==> config.mk <==
export PLATFORM = sky130hd
export DESIGN_NAME = accumulator_bank
export DESIGN_NICKNAME = d
export VERILOG_FILES = /design/src/rtl/accumulator_bank.sv
export SDC_FILE = /design/constraint.sdc
export NUM_CORES = 1
export LEC_CHECK = 0
export CORE_MARGIN = 2
export CORE_UTILIZATION = 58
export CTS_CLUSTER_DIAMETER = 200
export DETAILED_ROUTE_END_ITERATION = 8
export PLACE_DENSITY = 0.84
export SYNTH_ARGS = -nofsm -noshare
export SYNTH_HDL_FRONTEND = slang
export SYNTH_SLANG_ARGS = --single-unit
export TNS_END_PERCENT = 100
==> constraint.sdc <==
create_clock -name clock -period 3.9 [get_ports clock]
set_input_delay 0.585 -clock clock [delete_from_list [all_inputs] [get_ports clock]]
set_output_delay 0.585 -clock clock [all_outputs]
set_load 0.02 [all_outputs]
==> src/rtl/accumulator_bank.sv <==
// Bank of NUM_ACC WIDTH-bit accumulators sharing one C/Z/N/V flag register.
// Define ACC_SAT_EN for signed saturation on ADD/ADC/SUB; otherwise results wrap modulo 2^WIDTH.
module accumulator_bank #(
   parameter int WIDTH = 8,
   parameter int NUM_ACC = 4,
   localparam int SEL_W = $clog2(NUM_ACC)
) (
   input  logic             clock,
   input  logic             reset,
   input  logic             en,
   input  logic [2:0]       op,
   input  logic [SEL_W-1:0] sel,
   input  logic [WIDTH-1:0] operand,
   output logic [WIDTH-1:0] acc_out,
   output logic             flag_c,
   output logic             flag_z,
   output logic             flag_n,
   output logic             flag_v
);
   localparam logic [2:0] OP_HOLD = 3'b000;
   localparam logic [2:0] OP_LOAD = 3'b001;
   localparam logic [2:0] OP_ADD  = 3'b010;
   localparam logic [2:0] OP_ADC  = 3'b011;
   localparam logic [2:0] OP_SUB  = 3'b100;
   localparam logic [2:0] OP_SHL  = 3'b101;
   localparam logic [2:0] OP_SHR  = 3'b110;
   localparam logic [2:0] OP_CLR  = 3'b111;
`ifdef ACC_SAT_EN
   localparam logic [WIDTH-1:0] SAT_POS = {1'b0, {(WIDTH-1){1'b1}}};
   localparam logic [WIDTH-1:0] SAT_NEG = {1'b1, {(WIDTH-1){1'b0}}};
`endif

   logic [WIDTH-1:0] acc_bank [NUM_ACC];
   logic [WIDTH-1:0] cur;
   logic [WIDTH-1:0] acc_d;
   logic [WIDTH:0]   sum;
   logic [WIDTH:0]   diff;
   logic             add_v;
   logic             sub_v;
   logic             is_arith;
   logic             arith_v;
   logic             wr_en;
   logic             c_d, z_d, n_d, v_d;
   logic             c_q, z_q, n_q, v_q;

   assign cur     = acc_bank[sel];
   assign acc_out = cur;

   // One adder serves ADD and ADC; the carry-in is the flag value before the edge.
   assign sum   = {1'b0, cur} + {1'b0, operand} + {{WIDTH{1'b0}}, (op == OP_ADC) & c_q};
   assign diff  = {1'b0, cur} - {1'b0, operand};
   assign add_v = (cur[WIDTH-1] == operand[WIDTH-1]) && (sum[WIDTH-1] != cur[WIDTH-1]);
   assign sub_v = (cur[WIDTH-1] != operand[WIDTH-1]) && (diff[WIDTH-1] == operand[WIDTH-1]);

   always_comb begin
      acc_d    = cur;
      c_d      = c_q;
      z_d      = z_q;
      n_d      = n_q;
      v_d      = v_q;
      wr_en    = 1'b0;
      is_arith = 1'b0;
      arith_v  = 1'b0;
      if (en) begin
         case (op)
            OP_HOLD: ;
            OP_LOAD: begin
               acc_d = operand;
               v_d   = 1'b0;
               wr_en = 1'b1;
            end
            OP_ADD, OP_ADC: begin
               acc_d    = sum[WIDTH-1:0];
               c_d      = sum[WIDTH];
               arith_v  = add_v;
               is_arith = 1'b1;
               wr_en    = 1'b1;
            end
            OP_SUB: begin
               acc_d    = diff[WIDTH-1:0];
               c_d      = diff[WIDTH];
               arith_v  = sub_v;
               is_arith = 1'b1;
               wr_en    = 1'b1;
            end
            OP_SHL: begin
               acc_d = {cur[WIDTH-2:0], 1'b0};
               c_d   = cur[WIDTH-1];
               v_d   = cur[WIDTH-1] ^ cur[WIDTH-2];
               wr_en = 1'b1;
            end
            OP_SHR: begin
               acc_d = {1'b0, cur[WIDTH-1:1]};
               c_d   = cur[0];
               v_d   = 1'b0;
               wr_en = 1'b1;
            end
            OP_CLR: begin
               acc_d = '0;
               c_d   = 1'b0;
               v_d   = 1'b0;
               wr_en = 1'b1;
            end
            default: ;
         endcase
         if (is_arith) begin
            v_d = arith_v;
`ifdef ACC_SAT_EN
            // On overflow the true result has the sign of the accumulator operand.
            if (arith_v) acc_d = cur[WIDTH-1] ? SAT_NEG : SAT_POS;
`endif
         end
         if (wr_en) begin
            z_d = (acc_d == '0);
            n_d = acc_d[WIDTH-1];
         end
      end
   end

   for (genvar gi = 0; gi < NUM_ACC; gi++) begin : g_acc
      logic [WIDTH-1:0] acc_q;
      always_ff @(posedge clock or posedge reset) begin
         if (reset)                                   acc_q <= '0;
         else if (wr_en && (sel == SEL_W'(gi)))       acc_q <= acc_d;
      end
      assign acc_bank[gi] = acc_q;
   end

   always_ff @(posedge clock or posedge reset) begin
      if (reset) begin
         c_q <= 1'b0;
         z_q <= 1'b0;
         n_q <= 1'b0;
         v_q <= 1'b0;
      end else begin
         c_q <= c_d;
         z_q <= z_d;
         n_q <= n_d;
         v_q <= v_d;
      end
   end

   assign flag_c = c_q;
   assign flag_z = z_q;
   assign flag_n = n_q;
   assign flag_v = v_q;
endmodule
==> results of run 1 <==
worst max path at each step:
stage,start,endpoint,cells after the start
3_3_place_gp,sel[1],flag_z,12
5_1_grt,sel[0],flag_z,11
4_1_cts,sel[1],g_acc[1].acc_q[6],12
3_5_place_dp,sel[1],g_acc[1].acc_q[6],12
2_1_floorplan,sel[0],g_acc[0].acc_q[7],10
6_report,sel[0],g_acc[1].acc_q[6],11
registers in the layout, summed over array words and instances, names as in the netlist:
name,count
flag_v,1
flag_z,1
g_acc.acc_q,32
flag_c,1
flag_n,1
layer usage:
| metal | vias to the layer above | part of all wire [%] | track usage [%] |
|---|---|---|---|
| met2 | 94 | 50 | 48.3 |
| met1 | 1161 | 44 | 39.7 |
| met5 | - | 0 | 0 |
| li1 | 1139 | - | - |
| met4 | 0 | 1.1 | 7.68 |
| met3 | 6 | 5.5 | 3.57 |
worst max-delay path, cell delays in order:
cell	delay, ns
clkdlybuf4s50_1	0.60
buf_4	0.20
mux4_2	0.32
ha_1	0.38
buf_4	0.18
nand2b_1	0.17
a21oi_1	0.38
a2111oi_1	0.16
o21ai_0	0.17
nand3_1	0.24
mux2_2	0.35
cells by family after synthesis:
logic type | after synthesis
compound gates | 78
xor+xnor | 5
fa+ha+maj | 20
buf+inv | 36
flops | 36
mux | 36
simple gates | 70
stage by stage:
| step | cell area [sq um] | utilization, % | TNS (ns) | hold slack (ns) | total power [uW] |
|---|---|---|---|---|---|
| 2_1_floorplan | 2820 | - | 0 | 0.445 | 1470 |
| 6_report | 3370 | 71.8 | 0 | 0.501 | 2190 |
| 5_1_grt | 3370 | 71.8 | 0 | 0.520 | 2340 |
| 3_5_place_dp | 3270 | 69.7 | -0.663 | 0.483 | 1890 |
| 4_1_cts | 3360 | 71.7 | 0 | 0.499 | 2170 |
| 3_3_place_gp | 3270 | 69.7 | -0.390 | 0.466 | 1850 |
power groups by stage:
stage / clock (uW) / sequential, uW / combinational (uW)
2_1_floorplan: 0 / 600 / 866
3_3_place_gp: 0 / 609 / 1240
3_5_place_dp: 0 / 618 / 1280
4_1_cts: 277 / 611 / 1280
5_1_grt: 292 / 627 / 1420
6_report: 272 / 611 / 1310
area by class of cell:
| class | count | area [sq um] | share of cell area, % |
|---|---|---|---|
| well taps | 54 | 67.6 | 2.01 |
| clock buffers | 6 | 82.6 | 2.45 |
| flip-flops and latches | 36 | 901 | 26.8 |
| clock inverters | 2 | 10.0 | 0.297 |
| repair buffers | 50 | 445 | 13.2 |
| multi-input cells | 209 | 1770 | 52.6 |
| inverters | 24 | 90.1 | 2.68 |
placed cells by master (no fill, tap or decap), types with 4 or more instances in the layout:
cell type,instances
ha_1,17
mux2_2,25
mux4_2,8
clkdlybuf4s50_1,26
clkbuf_8,6
inv_1,24
nand2b_1,8
a211oi_1,5
nor3_1,4
nor2b_1,6
nor2_1,16
a21oi_1,19
dfrtp_1,36
o21ai_0,7
nand3_1,5
buf_4,23
nand2_1,12
what timing repair did:
| item | CTS | global route |
|---|---|---|
| hold buffers | 0 | 0 |
| setup endpoints to repair | 0 | 8 |
| gates resized for setup | 0 | 3 |
| hold endpoints to repair | 0 | 0 |
==> run summary, run 1 <==
The most frequently used flop master after synthesis is dfrtp_1. The run finished with clean final reports. The proportion of power drawn by flip-flops and latches came out at 27.9%.

The xor and xnor fraction of the mapped netlist area came out at under 10%. The peak supply drop came out at 513 uV. The areal power density over the cells came out at around 650 nW/um^2. The number of cells in the design after placement came out at 373. The count of nets left with antenna violations after detail routing came out at 0. The number of buffers inserted during clock tree synthesis came out at 5.

The clock latency of the later-clocked register in the worst-skew pair came out at 0.29 ns. By count the netlist is led by 36 x dfrtp_1, 25 x mux2_2, 24 x inv_1, 19 x a21oi_1, 17 x ha_1. The share of synthesized registers carrying an async set or reset is 100%. The yosys synthesis warning count came out at 0. The part of the total power dissipated in combinational logic is 59.7%. After filler insertion, the fill cell instance count of the layout stands at 365.

The total overflow reported by the global router is 0. The fmax is about 0.28 GHz. The root buffer cell chosen for the clock tree is clkbuf_8.

The core region area came out at approximately 4700 sq um. The final count of pins violating max slew was 0. The mean number of vias per cell came out at 6.30. The internal portion of total power came out at 1290 uW.

For the pin with the worst max-slew slack, the measured transition is roughly 0.83 ns. The post-CTS repair timing setup buffer count came out at 0. The number of nets at the end of the flow came out at ~360. Wires add up to 7210 microns. TritonCTS built the clock tree. The worst setup path is captured at a flop.

The horizontal die dimension came out at 73.7 microns. The portion of the post-synthesis area used by sequential elements is 32.0%. Measured against its own limit, the worst slew margin works out to between 40 and 50%.

Entering global routing, the biggest net connects 37 pins. The path with the worst hold slack has its endpoint at flag_z. The total count of hold-check failures in the final report came to 0. Setup repair after global routing left no endpoint under its margin. The routability congestion estimate from global placement is 0.992. The number of instances in the synthesized netlist came out at between 200 and 300.

Among all cell types in the netlist, the one instantiated most often is dfrtp_1. The synthesized design contains 36 register bits. The power spent charging and discharging nets is between 900 and 1000 uW.

The worst register-to-register path ends at g_acc[1].acc_q[4]. After detailed routing, the average wire length per cell comes to ~19 microns. The number of global-route vias before repair came out at 2399. Each instance of the synthesized netlist takes up on average 10.0 sq um. The count of placed standard cells in the final layout, fillers left out came out at 381. The kind of critical path is in2reg. The clock share of power came out at 12.4%. The clock net sink count is 36. The chip height came out at 73.7 microns. The number of antenna violations at the first check in global routing came out at 0. The placement row count is 25. For this run, design rule violations remaining after detail routing come to 0.

The total routing usage reported by global routing is roughly 29%. In this run the register-to-register setup slack is 0.81 ns. The ratio of cells with drive above 1 in the final layout came out at 21.7%. The number of distinct library cells after synthesis is 63. The detailed placement HPWL is 5510 microns. In the synthesized netlist, mux cells make up roughly 18% of the area. The die covers 5430 sq um. The arithmetic-cell share of the synthesized area counting full adders, half adders and majority gates came out at just under 10%. The switching portion of total power is 41.3%.

The post-synth net total is 317. The data arrival time at the worst-slack endpoint came out at 3.73 ns. The worst hold path begins at flag_z. OpenSTA, run right after detailed placement, puts the worst setup slack at -0.0752 ns. The area fraction in and, or, nand and nor cells after synthesis came out at around 14%.

The setup violation total in the final timing report is 0. The tightest min-delay check is of the reg2reg type. The maximum count of clock buffers along a single path came out at 2.

The hold path depth came out at 2. Summed over its instances, the top area cell type makes up about a third of the synthesized netlist area. The worst register-to-register path begins at g_acc[1].acc_q[0]. The largest area contributor in the netlist is dfrtp_1.

The final critical delay including setup and external delays is 3.56 ns. The global-route wire length before repair came out at approximately 12000 microns. The worst setup skew after layout came out at between 0.01 and 0.015 ns. The H-tree depth is 2.

The number of top-level pins is 28. The cell leakage power is 0.00147 uW. The total inserted antenna cells is 0.

Max-cap violations in this run came to 0. The setup slack of the critical path after layout came out at 0.343 ns. Once the floorplan was initialized, standard cells occupied between 60% and 70% of the core. The number of vias after detailed routing came out at 2400. Port buffering added 27 buffers. From synthesis to final layout, the design area changed by 19.5%. The main combinational cell family by area after synthesis is compound AO/OA/AOI/OAI gates.

Yosys mapped a number of flops with a built-in enable equal to 0. The worst setup path is launched from an input port. In the post-synthesis netlist, the biggest area contributors are dfrtp_1 32%, mux2_2 10%, ha_1 7.6%. The required time reported for the critical path endpoint came out at 4.07 ns. Along the worst path, the maximum fanout reaches 6. The clock-pin transition on the worst setup and hold timing paths came out at 0.07 ns. The share of the clock period used by the worst path came out at between 90 and 100%. The fraction of the mapped netlist area in compound gates came out at 20.3%. The first routing iteration left 182 violations. The detailed-router iteration count before antenna repair came out at 4. The number of cells on the worst reg-to-reg path came out at 11. Summing every instance area after synthesis gives 2820 sq um.
Note: power is estimated with default switching activity, not from simulation.
==> run 2, diff against run 1 <==
--- a/config.mk
+++ b/config.mk
@@ -8,6 +8,7 @@
 export CORE_MARGIN = 2
 export CORE_UTILIZATION = 58
 export CTS_CLUSTER_DIAMETER = 200
+export CTS_CLUSTER_SIZE = 10
 export DETAILED_ROUTE_END_ITERATION = 8
 export PLACE_DENSITY = 0.84
 export SYNTH_ARGS = -nofsm -noshare
==> results of run 2 <==
Final layout, timing and power as in run 1 (identical DEF).
